--- src/rtl/csa_slice_sequencer.sv ---
// Purpose : WIDTH-bit add done one SLICE-bit carry-select slice per clock, LSB slice first.
// Latency : out_valid rises NSLICE cycles after the accepting edge; one op in flight at a time.
// Backpr. : in_ready only in IDLE; result, carry and overflow hold in DONE until out_ready.
// Ports   : clk, rst_n (async, active-low); in_valid/in_ready/in_a/in_b/in_cin operand handshake;
//           out_valid/out_ready/out_sum/out_cout result handshake; busy (RUN or DONE);
//           out_ovf signed overflow, present only when CSA_SEQ_OVF_EN is defined.
module csa_slice_sequencer #(
  parameter int WIDTH = 32,
  parameter int SLICE = 4
) (
  input  logic             clk,
  input  logic             rst_n,
  input  logic             in_valid,
  output logic             in_ready,
  input  logic [WIDTH-1:0] in_a,
  input  logic [WIDTH-1:0] in_b,
  input  logic             in_cin,
  output logic             out_valid,
  input  logic             out_ready,
  output logic [WIDTH-1:0] out_sum,
  output logic             out_cout,
  output logic             busy
`ifdef CSA_SEQ_OVF_EN
  ,
  output logic             out_ovf
`endif
);

  localparam int NSLICE = WIDTH / SLICE;
  localparam int IW     = (NSLICE > 1) ? $clog2(NSLICE) : 1;
  localparam logic [IW-1:0] LAST_IDX = IW'(NSLICE - 1);

  typedef enum logic [1:0] {S_IDLE, S_RUN, S_DONE} state_t;

  state_t           state, state_nxt;
  logic [WIDTH-1:0] a_q, b_q;
  logic             carry_q;
  logic [IW-1:0]    idx_q;

  logic [SLICE-1:0] a_sl, b_sl;
  logic [SLICE:0]   sum0, sum1, sel;
  logic             last;
  logic             accept;

  // Carry-select slice: both carry-in outcomes are formed up front, the
  // registered carry only steers the final mux.
  always_comb begin
    a_sl = a_q[idx_q*SLICE +: SLICE];
    b_sl = b_q[idx_q*SLICE +: SLICE];
    sum0 = {1'b0, a_sl} + {1'b0, b_sl};
    sum1 = {1'b0, a_sl} + {1'b0, b_sl} + (SLICE+1)'(1);
    sel  = carry_q ? sum1 : sum0;
    last = (idx_q == LAST_IDX);
  end

  always_comb begin
    state_nxt = state;
    in_ready  = 1'b0;
    out_valid = 1'b0;
    busy      = 1'b0;
    accept    = 1'b0;
    case (state)
      S_IDLE: begin
        in_ready = rst_n;
        accept   = in_valid && rst_n;
        if (accept) state_nxt = S_RUN;
      end
      S_RUN: begin
        busy = 1'b1;
        if (last) state_nxt = S_DONE;
      end
      S_DONE: begin
        busy      = 1'b1;
        out_valid = 1'b1;
        if (out_ready) state_nxt = S_IDLE;
      end
      default: state_nxt = S_IDLE;
    endcase
  end

  always_ff @(posedge clk or negedge rst_n) begin
    if (!rst_n) state <= S_IDLE;
    else        state <= state_nxt;
  end

  always_ff @(posedge clk or negedge rst_n) begin
    if (!rst_n) begin
      a_q      <= '0;
      b_q      <= '0;
      carry_q  <= 1'b0;
      idx_q    <= '0;
      out_sum  <= '0;
      out_cout <= 1'b0;
`ifdef CSA_SEQ_OVF_EN
      out_ovf  <= 1'b0;
`endif
    end else if (accept) begin
      a_q     <= in_a;
      b_q     <= in_b;
      carry_q <= in_cin;
      idx_q   <= '0;
    end else if (state == S_RUN) begin
      out_sum[idx_q*SLICE +: SLICE] <= sel[SLICE-1:0];
      carry_q <= sel[SLICE];
      if (last) begin
        // Index parks on the top slice; it only returns to 0 on the next accept.
        out_cout <= sel[SLICE];
`ifdef CSA_SEQ_OVF_EN
        // Same-sign operands giving an opposite-sign result is exactly
        // carry-into-MSB XOR carry-out-of-MSB.
        out_ovf  <= (a_sl[SLICE-1] == b_sl[SLICE-1]) && (sel[SLICE-1] != a_sl[SLICE-1]);
`endif
      end else begin
        idx_q <= idx_q + IW'(1);
      end
    end
  end

endmodule
--- config.mk ---
export PLATFORM = sky130hd
export DESIGN_NAME = csa_slice_sequencer
export DESIGN_NICKNAME = d
export VERILOG_FILES = /design/src/rtl/csa_slice_sequencer.sv
export SDC_FILE = /design/constraint.sdc
export NUM_CORES = 1
export LEC_CHECK = 0
export ABC_AREA = 1
export BUFFER_PORTS_ARGS = -buffer_cell sky130_fd_sc_hd__buf_2
export CAP_MARGIN = 20
export CORE_ASPECT_RATIO = 1.1
export CORE_UTILIZATION = 59
export DETAILED_ROUTE_END_ITERATION = 8
export GPL_ROUTABILITY_DRIVEN = 0
export PLACE_DENSITY = 0.94
export SLEW_MARGIN = 20
export SYNTH_ARGS = -nofsm -noshare
export SYNTH_HDL_FRONTEND = slang
export SYNTH_SLANG_ARGS = --single-unit
--- constraint.sdc ---
create_clock -name clk -period 7.5 [get_ports clk]
set_input_delay 0.375 -clock clk [delete_from_list [all_inputs] [get_ports clk]]
set_output_delay 0.375 -clock clk [all_outputs]
set_load 0.01 [all_outputs]
Yosys cells after proc, flatten, opt, wreduce, memory -nomap -nowiden:

Index checks and enable logic that the tools add are counted.

* bits in registers: 103
* bits in latches: 0
* memory bits (writable): 0
* memory bits (read-only): 0
* memories kept: 0

* $add $sub $neg: 4
* multiply operators: 0
* divide/modulo/power cells: 0
* magnitude comparators: 0
* eq/ne operators: 7
* shifts and indexed selects: 4
* multiplexer cells: 15
* bitwise logic cells: 1
* reductions and logical operators: 8

Operator list (number)
* $shiftx A32 B6 Y4: 2
* $neg A5 Y34: 1
* $shift A4 B34 Y32 const A: 1
* $shiftx A4 B34 Y32: 1
* $bwmux W32: 1
* $mux W3: 3
* $mux W1: 6
* $mux W2: 3
* $ne A2 B2 Y1 const B: 3
* $pmux W2 S3: 1
* $reduce_and A3 Y1: 2
* $add A4 B4 Y5: 1
* $add A5 B1 Y5 const B: 1
* $mux W5: 1
* $reduce_and A2 Y1: 2
* $add A3 B1 Y3 const B: 1
* $eq A3 B3 Y1 const B: 1
* $eq A2 B1 Y1 const B: 1
* $eq A2 B2 Y1 const B: 1
* $logic_not A2 Y1: 1
* $ne A2 B1 Y1 const B: 1
* $reduce_bool A2 Y1: 1
* $reduce_or A2 Y1: 1
* $logic_and A1 B1 Y1: 1
* $not A1 Y1: 1

Depth between registers and ports, before layout:

* depth after elaboration: 6
* depth in mapped cells: 19

Least setup slack after synthesis:

Ideal clock, no wire load.

* path kind: reg2reg
* from: reg idx_q[0]
* to: reg out_sum[21]
* arrival time: 2.848 ns
* required time: 7.422 ns
* setup slack: 4.574 ns
* cell stages (with the launch flop): 19
* clock period less this slack: 2.926 ns
* path through: dfrtp_1 inv_2 buf_2 buf_4 nor2_1 o22ai_1 nand2_1 nand2_1 ha_1 inv_1 fa_1 inv_1 ha_1 nand2_1 o21ai_0 nand2_1 nor2_1 nand3_1 o21ai_1

* word-level cells in the longest chain between the ends: 6
* elaborated cells on any way between the ends: 9

Ends and longest elaborated chain
* start, declared: RTL line 38 `logic [IW-1:0] idx_q;`
* start signal, assigned: RTL line 114 `idx_q <= idx_q + IW'(1);`
* $shiftx A32 B6 Y4 (on tied branches): RTL line 48, 49
* $add A4 B4 Y5: RTL line 50, 51
* $add A5 B1 Y5: RTL line 51 `sum1 = {1'b0, a_sl} + {1'b0, b_sl} + (SLICE+1)'(1);`
* $mux W5: RTL line 52 `sel = carry_q ? sum1 : sum0;`
* $shiftx A4 B34 Y32: RTL line 103 `out_sum[idx_q*SLICE +: SLICE] <= sel[SLICE-1:0];`
* $bwmux W32 (*): RTL line 103
* end signal, assigned by index: RTL line 103
* end, declared: RTL line 20 `output logic [WIDTH-1:0] out_sum,`

Every way passes the cells marked *; elsewhere a longest branch is shown, timed or not.
A chain may end at the register's enable or synchronous reset.

Final worst setup path:

Ends and elaborated chain as after synthesis.

==> metrics.txt <==
cells along the critical path buf_4, inv_2, o21ai_0, o22ai_1, nand2_1, nand2_1, ha_1, inv_1, fa_1, inv_1, ha_1, nand2_1, o21ai_0, nand2_1, nor2_1, nand3_1, o21ai_1; routed len/inst 13.73 µm; Syn Nets 719; total power 0.002865 W; Gate Count Post-Synth between 600 and 700; Min Hold Slack -6.581 ps; Final Hold Viols 6; total global routing overflow 0; Worst-path clk slew roughly 100 ps; CTS Hold Bufs 0; worst min path class in -> async; clk root buf clkbuf_8; area grow syn2layout 15.39%; largest net degree at the start of global routing 69; first-pass GRT wire length between 15 and 20 mm; TritonCTS buffer count 9; Worst Setup Start Kind register; Ant. Diodes 0; Final ANT Viol Nets 0; die height between 90 and 100 µm; IO buf count 104; Core ar. approximately 0.0080 mm²; post-layout min period ~3700 ps; final setup fails 0; sequential area share after synthesis 0.5171; Ports around 110; cts repair resizes 0; DR DRC count 0; postcts setup bufs 0; Crit. End Element register; top-count cell post-synth nand2_1; Crit path largest cell delay about 550 ps; Mapped Area about 0.005 mm²; TritonCTS clock tree yes; final core utilization 0.7154; Starting Density 0.6200; ys async rst share 1.000; Critical Path Fanout Max 44; final instance area 0.005752 mm²; Pins Over Slew Limit 0; outcome finished with violations; Clock Path Buffers 2; largest cells by area after synthesis dfrtp_1 52%, nand2_1 22%, o21ai_0 4.9%; cell accounting for the most synthesized area dfrtp_1; pwr/cell area approximately 500 mW/mm²; NumNets Final between 800 and 900; number of max-cap violations 0; die width 89.64 µm; clock sinks about 100; Yosys top cell area share 0.5171; fraction of layout cells with a size suffix above 1 0.1924; critical path class reg -> reg; failing checks hold timing; ys flop type dfrtp_1; Total GRT Usage 0.2895; Peak Freq between 0.2 and 0.3 GHz; Distinct cells, synth 28; RSZ-0062 raised after global routing false; dpl hpwl ~8.2 mm; first-pass iteration count of the detailed router 5; vias post-DR about 4600; final WL around 12 mm; Worst-Margin Slew just over 1000 ps; EDFF count, synth 0; Seq cells post-synth between 100 and 150; initial antenna violation count 0; vias in the first global route 4440; htree depth 3; Worst Path Required around 7800 ps; Crit-path slowest cell inv_2; final period utilization 0.4899; maximum vdd drop 0.2368 mV; Die Area roughly 0.0088 mm²; Crit path arrival time slightly below 4000 ps; Worst path most repeated cell nand2_1; Cell Rows 34; DRT iter0 DRCs around 350; YS warnings 0; LEAKAGE about 3.2 nW; Worst Clk Skew approximately 11 ps; Clk Latency, worst-skew pair between 300 and 400 ps; Slew headroom 0.3073; Setup TNS 0 ps; syn avg cell area 7.825 µm²; placed inst area 0.005554 mm²; Synth top cells by count 291 x nand2_1, 103 x dfrtp_1, 49 x o21ai_0; Via density around 5.4
worst paths after layout:
kind | startpoint | to | slack (ps) | depth (start not counted)
worst min-delay path | rst_n | out_sum[15] | -7 | 1
min in group clk | in_b[0] | b_q[0] | 200 | 3
worst max-delay path | idx_q[0] | out_sum[21] | 3830 | 17
worst max register to register | idx_q[0] | out_sum[21] | 3830 | 17
max in group asynchronous | rst_n | b_q[12] | 6360 | 2
worst min register to register | b_q[20] | b_q[20] | 480 | 2
logic make-up (layout without fill, tap and decap cells):
| logic type | after synthesis | count (layout) | share of synthesized area |
|---|---|---|---|
| AO/OA/AOI/OAI | 82 | 82 | 0.08785 |
| XOR/XNOR | 2 | 2 | 0.003515 |
| adder cells (fa/ha/maj) | 13 | 13 | 0.03414 |
| buffers and inverters | 65 | 161 | 0.05321 |
| flip-flops | 103 | 103 | 0.5171 |
| AND/OR/NAND/NOR | 372 | 372 | 0.3042 |
report_power, final:
group / switching [W] / internal, W / leakage (nW)
clock: 0.000183 / 0.000170 / 0.0985
sequential: 0.000168 / 0.000799 / 1.31
combinational: 0.00103 / 0.000515 / 1.79
total: 0.00138 / 0.00148 / 3.20
layer usage:
metal | GRT usage | wire, µm | part of all wire | up-vias
met5 | 0 | 0 | 0 | -
met4 | 0.1416 | 405 | 0.035 | 0
met3 | 0.05156 | 650 | 0.056 | 41
met2 | 0.4709 | 5696 | 0.49 | 194
met1 | 0.3685 | 4797 | 0.42 | 2139
li1 | - | - | - | 2195
layout by cell type, fill, tap and decap left out, types with 4 or more instances in the layout:
| cell | count |
|---|---|
| inv_1 | 30 |
| o21ai_1 | 9 |
| inv_2 | 9 |
| o22ai_1 | 16 |
| nor2_1 | 44 |
| buf_2 | 103 |
| ha_1 | 12 |
| a21oi_1 | 5 |
| nand3_1 | 23 |
| dfrtp_1 | 103 |
| nand2_1 | 291 |
| clkbuf_8 | 11 |
| buf_4 | 4 |
| o21ai_0 | 49 |
metrics by stage:
step           std cells  setup WS (ps)  hold WS, ps
2_1_floorplan        637           4574        79.41
6_report             841           3826       -6.581
3_3_place_gp         826           4095        401.7
3_5_place_dp         826           3932        416.4
5_1_grt              841           3486        44.47
4_1_cts              841           3895        16.14
state kept, by name (all words and copies together), names as in the netlist:
signal,count
a_q,32
b_q,32
out_sum,32
idx_q,3
state,2
carry_q,1
out_cout,1
critical path, delay by kind of cell (launching register included):
family	cells	cell delay, ps
AOI/OAI and AO/OA	4	610
adders and majority gates	3	970
buffers and inverters	4	940
DFF	1	370
and+or+nand+nor	6	670
cell type report:
class | count | area [µm²]
tap | 108 | 135.1
fill | 632 | 2288
sequential | 103 | 2577
clock buffer | 12 | 155.1
inverter | 39 | 146.4
clock inverter | 3 | 42.54
timing repair buffer | 107 | 545.5
multi-input combinational | 469 | 2150
Note: power is estimated with default switching activity, not from simulation.
